## config.mk

```make
export PLATFORM = sky130hd
export DESIGN_NAME = alu_divider
export DESIGN_NICKNAME = d
export VERILOG_FILES = /design/src/rtl/alu_divider_pkg.sv /design/src/rtl/alu_divider_add_sub.sv /design/src/rtl/alu_divider.sv
export SDC_FILE = /design/constraint.sdc
export NUM_CORES = 1
export LEC_CHECK = 0
export ABC_AREA = 1
export CORE_ASPECT_RATIO = 1.5
export CORE_MARGIN = 3
export CORE_UTILIZATION = 55
export CTS_BUF_LIST = sky130_fd_sc_hd__clkbuf_4 sky130_fd_sc_hd__clkbuf_8 sky130_fd_sc_hd__clkbuf_16
export CTS_CLUSTER_DIAMETER = 120
export DETAILED_ROUTE_END_ITERATION = 6
export PLACE_DENSITY = 0.81
export SLEW_MARGIN = 20
export SYNTH_ARGS = -nofsm -noshare
export SYNTH_HDL_FRONTEND = slang
export SYNTH_SLANG_ARGS = --single-unit
export TNS_END_PERCENT = 10
```

## constraint.sdc

```tcl
create_clock -name clk -period 4 [get_ports clk]
set_clock_uncertainty 0.1 [all_clocks]
set_input_delay 1 -clock clk [delete_from_list [all_inputs] [get_ports clk]]
set_output_delay 1 -clock clk [all_outputs]
set_load 0.05 [all_outputs]
```

## src/rtl/alu_divider_pkg.sv

```systemverilog
// Shared ALU definitions: divider state encoding and the divide-by-zero quotient.
package alu_divider_pkg;

   typedef enum logic [1:0] {
      IDLE = 2'd0,
      RUN  = 2'd1,
      DONE = 2'd2
   } div_state_t;

   localparam int ALU_WIDTH = 8;
   localparam logic [ALU_WIDTH-1:0] DIV_ZERO_QUOTIENT = '1;

endpackage

```

## src/rtl/alu_divider_add_sub.sv

```systemverilog
// Combinational WIDTH-bit adder/subtractor; sub=1 computes a - b in two's complement.
module alu_divider_add_sub #(
   parameter int WIDTH = 9
) (
   input  logic [WIDTH-1:0] a,
   input  logic [WIDTH-1:0] b,
   input  logic             sub,
   output logic [WIDTH-1:0] y
);

   assign y = a + (b ^ {WIDTH{sub}}) + {{(WIDTH-1){1'b0}}, sub};

endmodule

```

## src/rtl/alu_divider.sv

```systemverilog
// Sequential unsigned restoring divider: one quotient bit per clock, start/done handshake.
module alu_divider
   import alu_divider_pkg::*;
#(
   parameter int WIDTH = 8
) (
   input  logic             clk,
   input  logic             rst,
   input  logic             start,
   input  logic [WIDTH-1:0] dividend,
   input  logic [WIDTH-1:0] divisor,
   output logic             busy,
   output logic             done,
   output logic [WIDTH-1:0] quotient,
   output logic [WIDTH-1:0] remainder,
   output logic             div_by_zero
);

   localparam int CW = (WIDTH > 1) ? $clog2(WIDTH) : 1;

   div_state_t       state;
   logic [WIDTH-1:0] d;
   logic [WIDTH-1:0] q;
   // R < D always, so the top bit of the (WIDTH+1)-bit remainder is never set
   // between steps; only the low WIDTH bits are kept.
   logic [WIDTH-1:0] r;
   logic [CW-1:0]    cnt;

   logic [WIDTH:0]   shifted;
   logic [WIDTH:0]   diff;
   logic [WIDTH-1:0] q_next;
   logic [WIDTH-1:0] r_next;

   assign shifted = {r, q[WIDTH-1]};

   alu_divider_add_sub #(
      .WIDTH(WIDTH + 1)
   ) u_trial_sub (
      .a  (shifted),
      .b  ({1'b0, d}),
      .sub(1'b1),
      .y  (diff)
   );

   // diff[WIDTH] is the sign: clear means the trial subtraction fits.
   always_comb begin
      q_next = {q[WIDTH-2:0], ~diff[WIDTH]};
      r_next = diff[WIDTH] ? shifted[WIDTH-1:0] : diff[WIDTH-1:0];
   end

   always_ff @(posedge clk or posedge rst) begin
      if (rst) begin
         state       <= IDLE;
         busy        <= 1'b0;
         done        <= 1'b0;
         quotient    <= '0;
         remainder   <= '0;
         div_by_zero <= 1'b0;
         d           <= '0;
         q           <= '0;
         r           <= '0;
         cnt         <= '0;
      end else begin
         case (state)
            IDLE: begin
               done <= 1'b0;
               busy <= 1'b0;
               if (start) begin
                  d           <= divisor;
                  q           <= dividend;
                  r           <= '0;
                  cnt         <= '0;
                  div_by_zero <= 1'b0;
                  busy        <= 1'b1;
                  if (divisor == '0) begin
                     // Replicating the reduced constant keeps it all ones at any WIDTH.
                     quotient    <= {WIDTH{&DIV_ZERO_QUOTIENT}};
                     remainder   <= dividend;
                     div_by_zero <= 1'b1;
                     done        <= 1'b1;
                     state       <= DONE;
                  end else begin
                     state <= RUN;
                  end
               end
            end
            RUN: begin
               q   <= q_next;
               r   <= r_next;
               cnt <= cnt + 1'b1;
               if (cnt == CW'(WIDTH - 1)) begin
                  quotient  <= q_next;
                  remainder <= r_next;
                  done      <= 1'b1;
                  state     <= DONE;
               end
            end
            DONE: begin
               done  <= 1'b0;
               busy  <= 1'b0;
               state <= IDLE;
            end
            default: begin
               done  <= 1'b0;
               busy  <= 1'b0;
               state <= IDLE;
            end
         endcase
      end
   end

endmodule

```

==> After elaboration in Yosys (flattened, before gate mapping) <==
Cells that the tools add are included.
{ "word_totals": {"reg_bits": 48, "out_inout_bits": 19, "input_bits": 19, "word_cells": 52} }
{ "classes": {"n_eq_ne": 5, "addsub": 3, "mux": 25, "n_bitwise": 2, "reduce_logical": 7} }
{ "op_table": {"columns": ["operator", "count"], "rows": [
  ["$mux W8", 9],
  ["$pmux W8 S2", 4],
  ["$add A9 B1 Y9 const B", 1],
  ["$add A9 B9 Y9", 1],
  ["$not A8 Y9", 1],
  ["$logic_not A8 Y1", 1],
  ["$mux W2", 3],
  ["$ne A2 B2 Y1 const B", 3],
  ["$pmux W3 S2", 1],
  ["$reduce_and A2 Y1", 3],
  ["$mux W1", 4],
  ["$pmux W1 S2", 2],
  ["$pmux W2 S2", 1],
  ["$reduce_and A4 Y1", 1],
  ["$add A3 B1 Y3 const B", 1],
  ["$eq A3 B3 Y1 const B", 1],
  ["$mux W3", 1],
  ["$eq A2 B1 Y1 const B", 1],
  ["$logic_not A2 Y1", 1],
  ["$reduce_bool A2 Y1", 1],
  ["$not A1 Y1", 1]
]} }

==> Depth between registers and ports, before layout <==
Gate-level depths: netlist (run 1).
{ "logic_depth": {"depth_word": 6, "depth_mapped": 14} }

==> Hierarchy <==
A second synthesis (run 1) with hierarchy kept.
{ "hier_totals": {"cells_unflattened": 363, "hier_area_um2": 2715.1} }
{ "modules_own_cells": {"columns": ["mod", "cells_per_inst", "area_per_inst_um2", "n_inst"], "rows": [
  ["alu_divider", 273, 2198.4, 1],
  ["alu_divider_add_sub", 90, 516.7, 1]
]} }

==> Least setup slack after synthesis (run 1) <==
OpenSTA, ideal clock, no wires.
{ "synth_timing": {"kind": "input to register", "startpoint": "input port divisor[7]", "endpoint": "register remainder[7]", "setup_ps": 113, "path_slack_ps": 1999, "arrival_time_ps": 1788, "n_path_buf": 1, "path_stages": 9, "cell_sequence": "inv_1 nand4_1 nor2_1 o21ai_2 buf_2 nor2_1 nand3_1 nand2_1 inv_1"} }
{ "synth_via": {"elab_chain_len": 3} }
{ "synth_rtl": {"columns": ["item", "line", "rtl"], "rows": [
  ["from (decl)", "alu_divider.sv:11", "input logic [WIDTH-1:0] divisor,"],
  ["$logic_not A8 Y1", "alu_divider.sv:75", "if (divisor == '0) begin"],
  ["$ne A2 B2 Y1 (no source line)", null, null],
  ["$reduce_and A4 Y1 (no source line)", null, null],
  ["to (signal assigned)", "alu_divider.sv:78", "remainder <= dividend;"],
  ["to (signal assigned)", "alu_divider.sv:93", "remainder <= r_next;"],
  ["to (decl)", "alu_divider.sv:15", "output logic [WIDTH-1:0] remainder,"]
]} }
No other way between the ends.
A chain may end at the register's enable or synchronous reset.

==> Worst setup path after layout (run 1) <==
{ "layout_timing": {"startpoint": "input port divisor[5]", "endpoint": "register remainder[6]"} }
The elaborated chain is that of the path after synthesis.

==> results.json, run 1 <==
{
  "arrival_ps": 2750,
  "r2r-end": "q[0]",
  "clkLatencyLatePin_ps": 300,
  "vias": 2224,
  "io_buffers": 37,
  "hold_viol_final": 0,
  "r2r_cells": 7,
  "vias_per_cell": 5.08,
  "die_h_um": 90.8,
  "relSlewSlack_pct": 34.9,
  "dp_hpwl_mm": 4.26,
  "drt_iter0_drc": 89,
  "yosys.area.top_type": "dfrtp_1",
  "start_kind": "input port",
  "min_from": "busy",
  "rsz0062_at_grt": "false",
  "synth_area_leaders": "dfrtp_1 46%, nand2_1 11%, inv_1 9.0%",
  "critPathMostFrequentCell": "inv_1",
  "worstReg2RegStart": "state[1]",
  "start_util_pct": 57.6,
  "synthCells": 339,
  "syn_nets": 369,
  "dieWidth_um": 62.5,
  "min_path_type": "register to register",
  "grtUsageTotal_pct": 21.1,
  "drv_cap": 0,
  "min_path_cells": 2,
  "numClockSinks": 48,
  "postCtsSetupBuffers": 0,
  "drv_slew": 0,
  "finalCritPeriodShare_pct": 66.3,
  "ys_seq_area_share_pct": 45.5,
  "cp_cell_sequence": "clkdlybuf4s50_1 > inv_1 > nand4_1 > nor2_1 > o21ai_2 > inv_2 > or2_2 > nand2_1 > inv_1",
  "critPathBufInv": 4,
  "gp_congestion": 0.809,
  "worstHoldEndpoint": "busy",
  "fill_cells": 390,
  "grt_start_max_net_pins": 49,
  "synth_top_area_share_pct": 45.5,
  "synth_area_um2": 2640,
  "layout.nets": 403,
  "slowest_delay_ps": 460,
  "clk_pin_slew_ps": 80,
  "post-route-min-period_ps": 2650,
  "drc": 0,
  "grt_pass1_wl_mm": 9.65,
  "std_cell_rows": 30,
  "tns_ps": 0,
  "slowest_stage": "clkdlybuf4s50_1",
  "first_pass_iters": 4,
  "critical_path_required_ps": 4100,
  "cts_tree": "done",
  "antennaDiodeCount": 0,
  "setup_viol": 0,
  "path_class": "input port to register",
  "cts_root_buffer": "clkbuf_8",
  "die_area_um2": 5680,
  "wl_per_cell_um": 12.7,
  "htree_levels": 2,
  "yosys_register_bits": 48,
  "fmax_mhz": 377,
  "status": "finished clean",
  "cts_buffers": 5,
  "syn_to_final_growth_pct": 18.6,
  "avgSynthCellArea_um2": 7.78,
  "core_area_um2": 4580,
  "totalWireLength_mm": 5.55,
  "yosys_warnings": 0,
  "end_kind": "register",
  "hold_buffers": 0,
  "antenna_found_initial": 0,
  "grt_pass1_vias": 2158,
  "worstMarginPinSlew_ps": 976,
  "cts_resized": 0,
  "ant_nets": 0,
  "drive_above_1_share_pct": 8.02,
  "io_pins": 38,
  "crit_fanout": 23,
  "r2r_slack_ps": 1810,
  "ys_types": 30,
  "grt_overflow": 0,
  "cts_buffer_depth": 2,
  "cp_top_family": "buffers and inverters"
}
cell families (layout without fill, tap and decap cells):
family / count (synthesis) / count (layout) / share of synthesized area [%]
flops: 48 / 48 / 45.5
compound gates: 39 / 39 / 8.59
simple gates: 162 / 162 / 27.8
xor+xnor: 3 / 3 / 0.996
buf+inv: 76 / 111 / 11.5
fa+ha+maj: 11 / 11 / 5.50
worst min-delay path, stage by stage (launching register included):
cell     delay (ps)
dfrtp_1         350
nand2_1          50
nand2_1          50
final cells by class:
class	count	area, um^2	area share (%)
flip-flops and latches	48	1200	38.4
inverters	65	244	7.80
multi-input cells	215	1130	36.2
clock inverters	2	10.0	0.320
repair buffers	38	378	12.1
clock buffers	6	82.6	2.64
well taps	64	80.1	2.56
layout by cell type, fill, tap and decap left out, drive strengths merged, types with 2 or more instances in the layout:
cell type       n
nand2          88
inv            65
dfrtp          48
nand3          39
clkdlybuf4s50  37
o21ai          25
nor2           24
ha             10
or2             8
a31oi           7
clkbuf          6
nand4           3
a22o            2
xor2            2
clkinv          2
a21oi           2
synthesized netlist by cell type, drive strengths merged:
| master | n |
|---|---|
| nand2 | 88 |
| inv | 65 |
| dfrtp | 48 |
| nand3 | 39 |
| o21ai | 25 |
| nor2 | 24 |
| ha | 10 |
| buf | 9 |
| or2 | 8 |
| a31oi | 7 |
| nand4 | 3 |
| a21oi | 2 |
| a22o | 2 |
| clkbuf | 2 |
| xor2 | 2 |
| fa | 1 |
| o211ai | 1 |
| o221ai | 1 |
| o22ai | 1 |
| xnor2 | 1 |
worst max-delay path by stage:
stage                    start      endpoint  slack (ps)  cells past startpoint
floorplan                  rst          busy        1760                      1
global placement    divisor[6]  remainder[7]        1110                      9
detailed placement  divisor[3]  remainder[6]        1030                      9
CTS                 divisor[5]  remainder[6]        1360                      9
global route             start  remainder[6]        1220                      8
finish              divisor[5]  remainder[6]        1350                      9
through the flow:
step                hold WS [ps]  utilization (%)  instance area [um^2]  instances  worst slack, ps
global placement             357             66.3                  3040        430             1110
floorplan                    353                -                  2640        339             1760
finish                       380             68.3                  3130        438             1350
global route                 400             68.3                  3130        438             1220
CTS                          385             68.3                  3130        438             1360
detailed placement           366             66.3                  3040        430             1030
registers in the layout (all words and copies together), names as in the netlist:
| register | count |
|---|---|
| d | 8 |
| q | 8 |
| quotient | 8 |
| r | 8 |
| remainder | 8 |
| cnt | 3 |
| state | 2 |
| busy | 1 |
| div_by_zero | 1 |
| done | 1 |
metal layers:
metal	track usage, %	share of wire [%]	vias up
met3	2.99	2.9	13
met5	0	0	-
met1	25.5	41	1038
met4	7.92	2.7	0
li1	-	-	1132
met2	37.5	53	41
Power of run 1 is not shown: default switching activity piles up to over one toggle a cycle in this logic, so the estimate is an artifact.
==> run 2, diff against run 1 <==
--- a/config.mk
+++ b/config.mk
@@ -8,11 +8,11 @@
 export ABC_AREA = 1
 export CORE_ASPECT_RATIO = 1.5
 export CORE_MARGIN = 3
-export CORE_UTILIZATION = 55
+export CORE_UTILIZATION = 54
 export CTS_BUF_LIST = sky130_fd_sc_hd__clkbuf_4 sky130_fd_sc_hd__clkbuf_8 sky130_fd_sc_hd__clkbuf_16
 export CTS_CLUSTER_DIAMETER = 120
 export DETAILED_ROUTE_END_ITERATION = 6
-export PLACE_DENSITY = 0.81
+export PLACE_DENSITY = 0.79
 export SLEW_MARGIN = 20
 export SYNTH_ARGS = -nofsm -noshare
 export SYNTH_HDL_FRONTEND = slang
==> constraint.sdc (replaced) <==
create_clock -name clk -period 2.77 [get_ports clk]
set_clock_uncertainty 0.1 [all_clocks]
set_input_delay 0.6925 -clock clk [delete_from_list [all_inputs] [get_ports clk]]
set_output_delay 0.6925 -clock clk [all_outputs]
set_load 0.05 [all_outputs]
==> run 2 against run 1 <==
Net effect:
- first-iteration DRC count is 3.4% lower
- via count is 0.22% lower
- critical path type is now register to output port
- sequential cell count unchanged
==> results.json, run 2 (synthesis results as in run 1) <==
{
  "grt_pass1_wl_mm": 9.99,
  "finalCritPeriodShare_pct": 82.5,
  "start_util_pct": 57.1,
  "worst_slack_ps": 484,
  "antennaDiodeCount": 0,
  "grt_start_max_net_pins": 49,
  "antenna_found_initial": 0,
  "place_area_um2": 3060,
  "rsz0062_at_grt": "false",
  "drv_slew": 0,
  "cts_root_buffer": "clkbuf_8",
  "cts_buffers": 5,
  "arrival_ps": 1490,
  "drt_iter0_drc": 86,
  "worstReg2RegStart": "q[7]",
  "cp_top_family": "buffers and inverters",
  "status": "finished clean",
  "clkLatencyLatePin_ps": 300,
  "cp-startpoint": "quotient[3]",
  "min_from": "busy",
  "slowest_stage": "clkdlybuf4s50_1",
  "drive_above_1_share_pct": 8.75,
  "std_cell_rows": 30,
  "vias_per_cell": 5.03,
  "postCtsSetupBuffers": 0,
  "cts_tree": "done",
  "htree_levels": 2,
  "cts_buffer_depth": 2,
  "layout.nets": 406,
  "ant_nets": 0,
  "grt_overflow": 0,
  "totalWireLength_mm": 5.59,
  "critPathBufInv": 1,
  "place_ws_ps": 297,
  "hold_viol_final": 0,
  "hold_buffers": 0,
  "fin_area_um2": 3170,
  "drc": 0,
  "die_h_um": 91.6,
  "fmax_mhz": 438,
  "whs_ps": 377,
  "dp_hpwl_mm": 4.24,
  "path_class": "register to output port",
  "end_kind": "output port",
  "numClockSinks": 48,
  "relSlewSlack_pct": 59.6,
  "cts_resized": 0,
  "grtUsageTotal_pct": 21.7,
  "core_area_um2": 4620,
  "first_pass_iters": 4,
  "crit_fanout": 2,
  "wl_per_cell_um": 12.7,
  "cp_cell_sequence": "clkdlybuf4s50_1",
  "vias": 2219,
  "io_buffers": 37,
  "min_path_type": "register to register",
  "critical_path_required_ps": 1980,
  "setup_viol": 0,
  "slowest_delay_ps": 810,
  "die_area_um2": 5780,
  "worstMarginPinSlew_ps": 606,
  "layout_common_cells": "80 x nand2_1, 62 x inv_1, 48 x dfrtp_1, 37 x clkdlybuf4s50_1, 36 x nand3_1",
  "start_kind": "register",
  "dieWidth_um": 63.1,
  "grt_pass1_vias": 2214,
  "final_common_cell": "nand2_1",
  "tns_ps": 0,
  "gp_congestion": 0.778,
  "clk_pin_slew_ps": 90,
  "syn_to_final_growth_pct": 20.2,
  "drv_cap": 0,
  "io_pins": 38,
  "post-route-min-period_ps": 2290
}
## run 2: tightest hold or removal path, cell delays in order (launching register included)
cell and delay [ps]:
dfrtp_1 350, nand2_1 50, nand2_1 50
## run 2: metal layers
layer	global-route usage, %	part of all wire (%)
met1	26.1	41
met2	38.1	54
met3	3.59	3.1
met4	8.29	1.8
met5	0	0
## run 2: cell type report
cell class | instances | area, um^2
Clock buffer | 6 | 76.3
Clock inverter | 2 | 35.0
Sequential cell | 48 | 1200
Timing Repair Buffer | 41 | 400
Inverter | 65 | 244
Fill cell | 411 | 1450
Tap cell | 64 | 80.1
Multi-Input combinational cell | 215 | 1130
## run 2: worst paths after layout
kind / end / slack (ps) / cells past startpoint
min in group asynchronous: div_by_zero / 760 / 3
setup / recovery: quotient[3] / 480 / 1
setup reg to reg: remainder[2] / 490 / 13
hold reg to reg: busy / 380 / 2
hold / removal: busy / 380 / 2
max in group asynchronous: remainder[5] / 1400 / 3
## run 2: stage by stage
| stage | utilization [%] | std cells |
|---|---|---|
| after detailed placement | 66.2 | 433 |
| after floorplan | - | 339 |
| after global placement | 66.2 | 433 |
| after CTS | 68.6 | 441 |
| after global routing | 68.6 | 441 |
| final | 68.6 | 441 |
Power of run 2 is left out for the same reason.
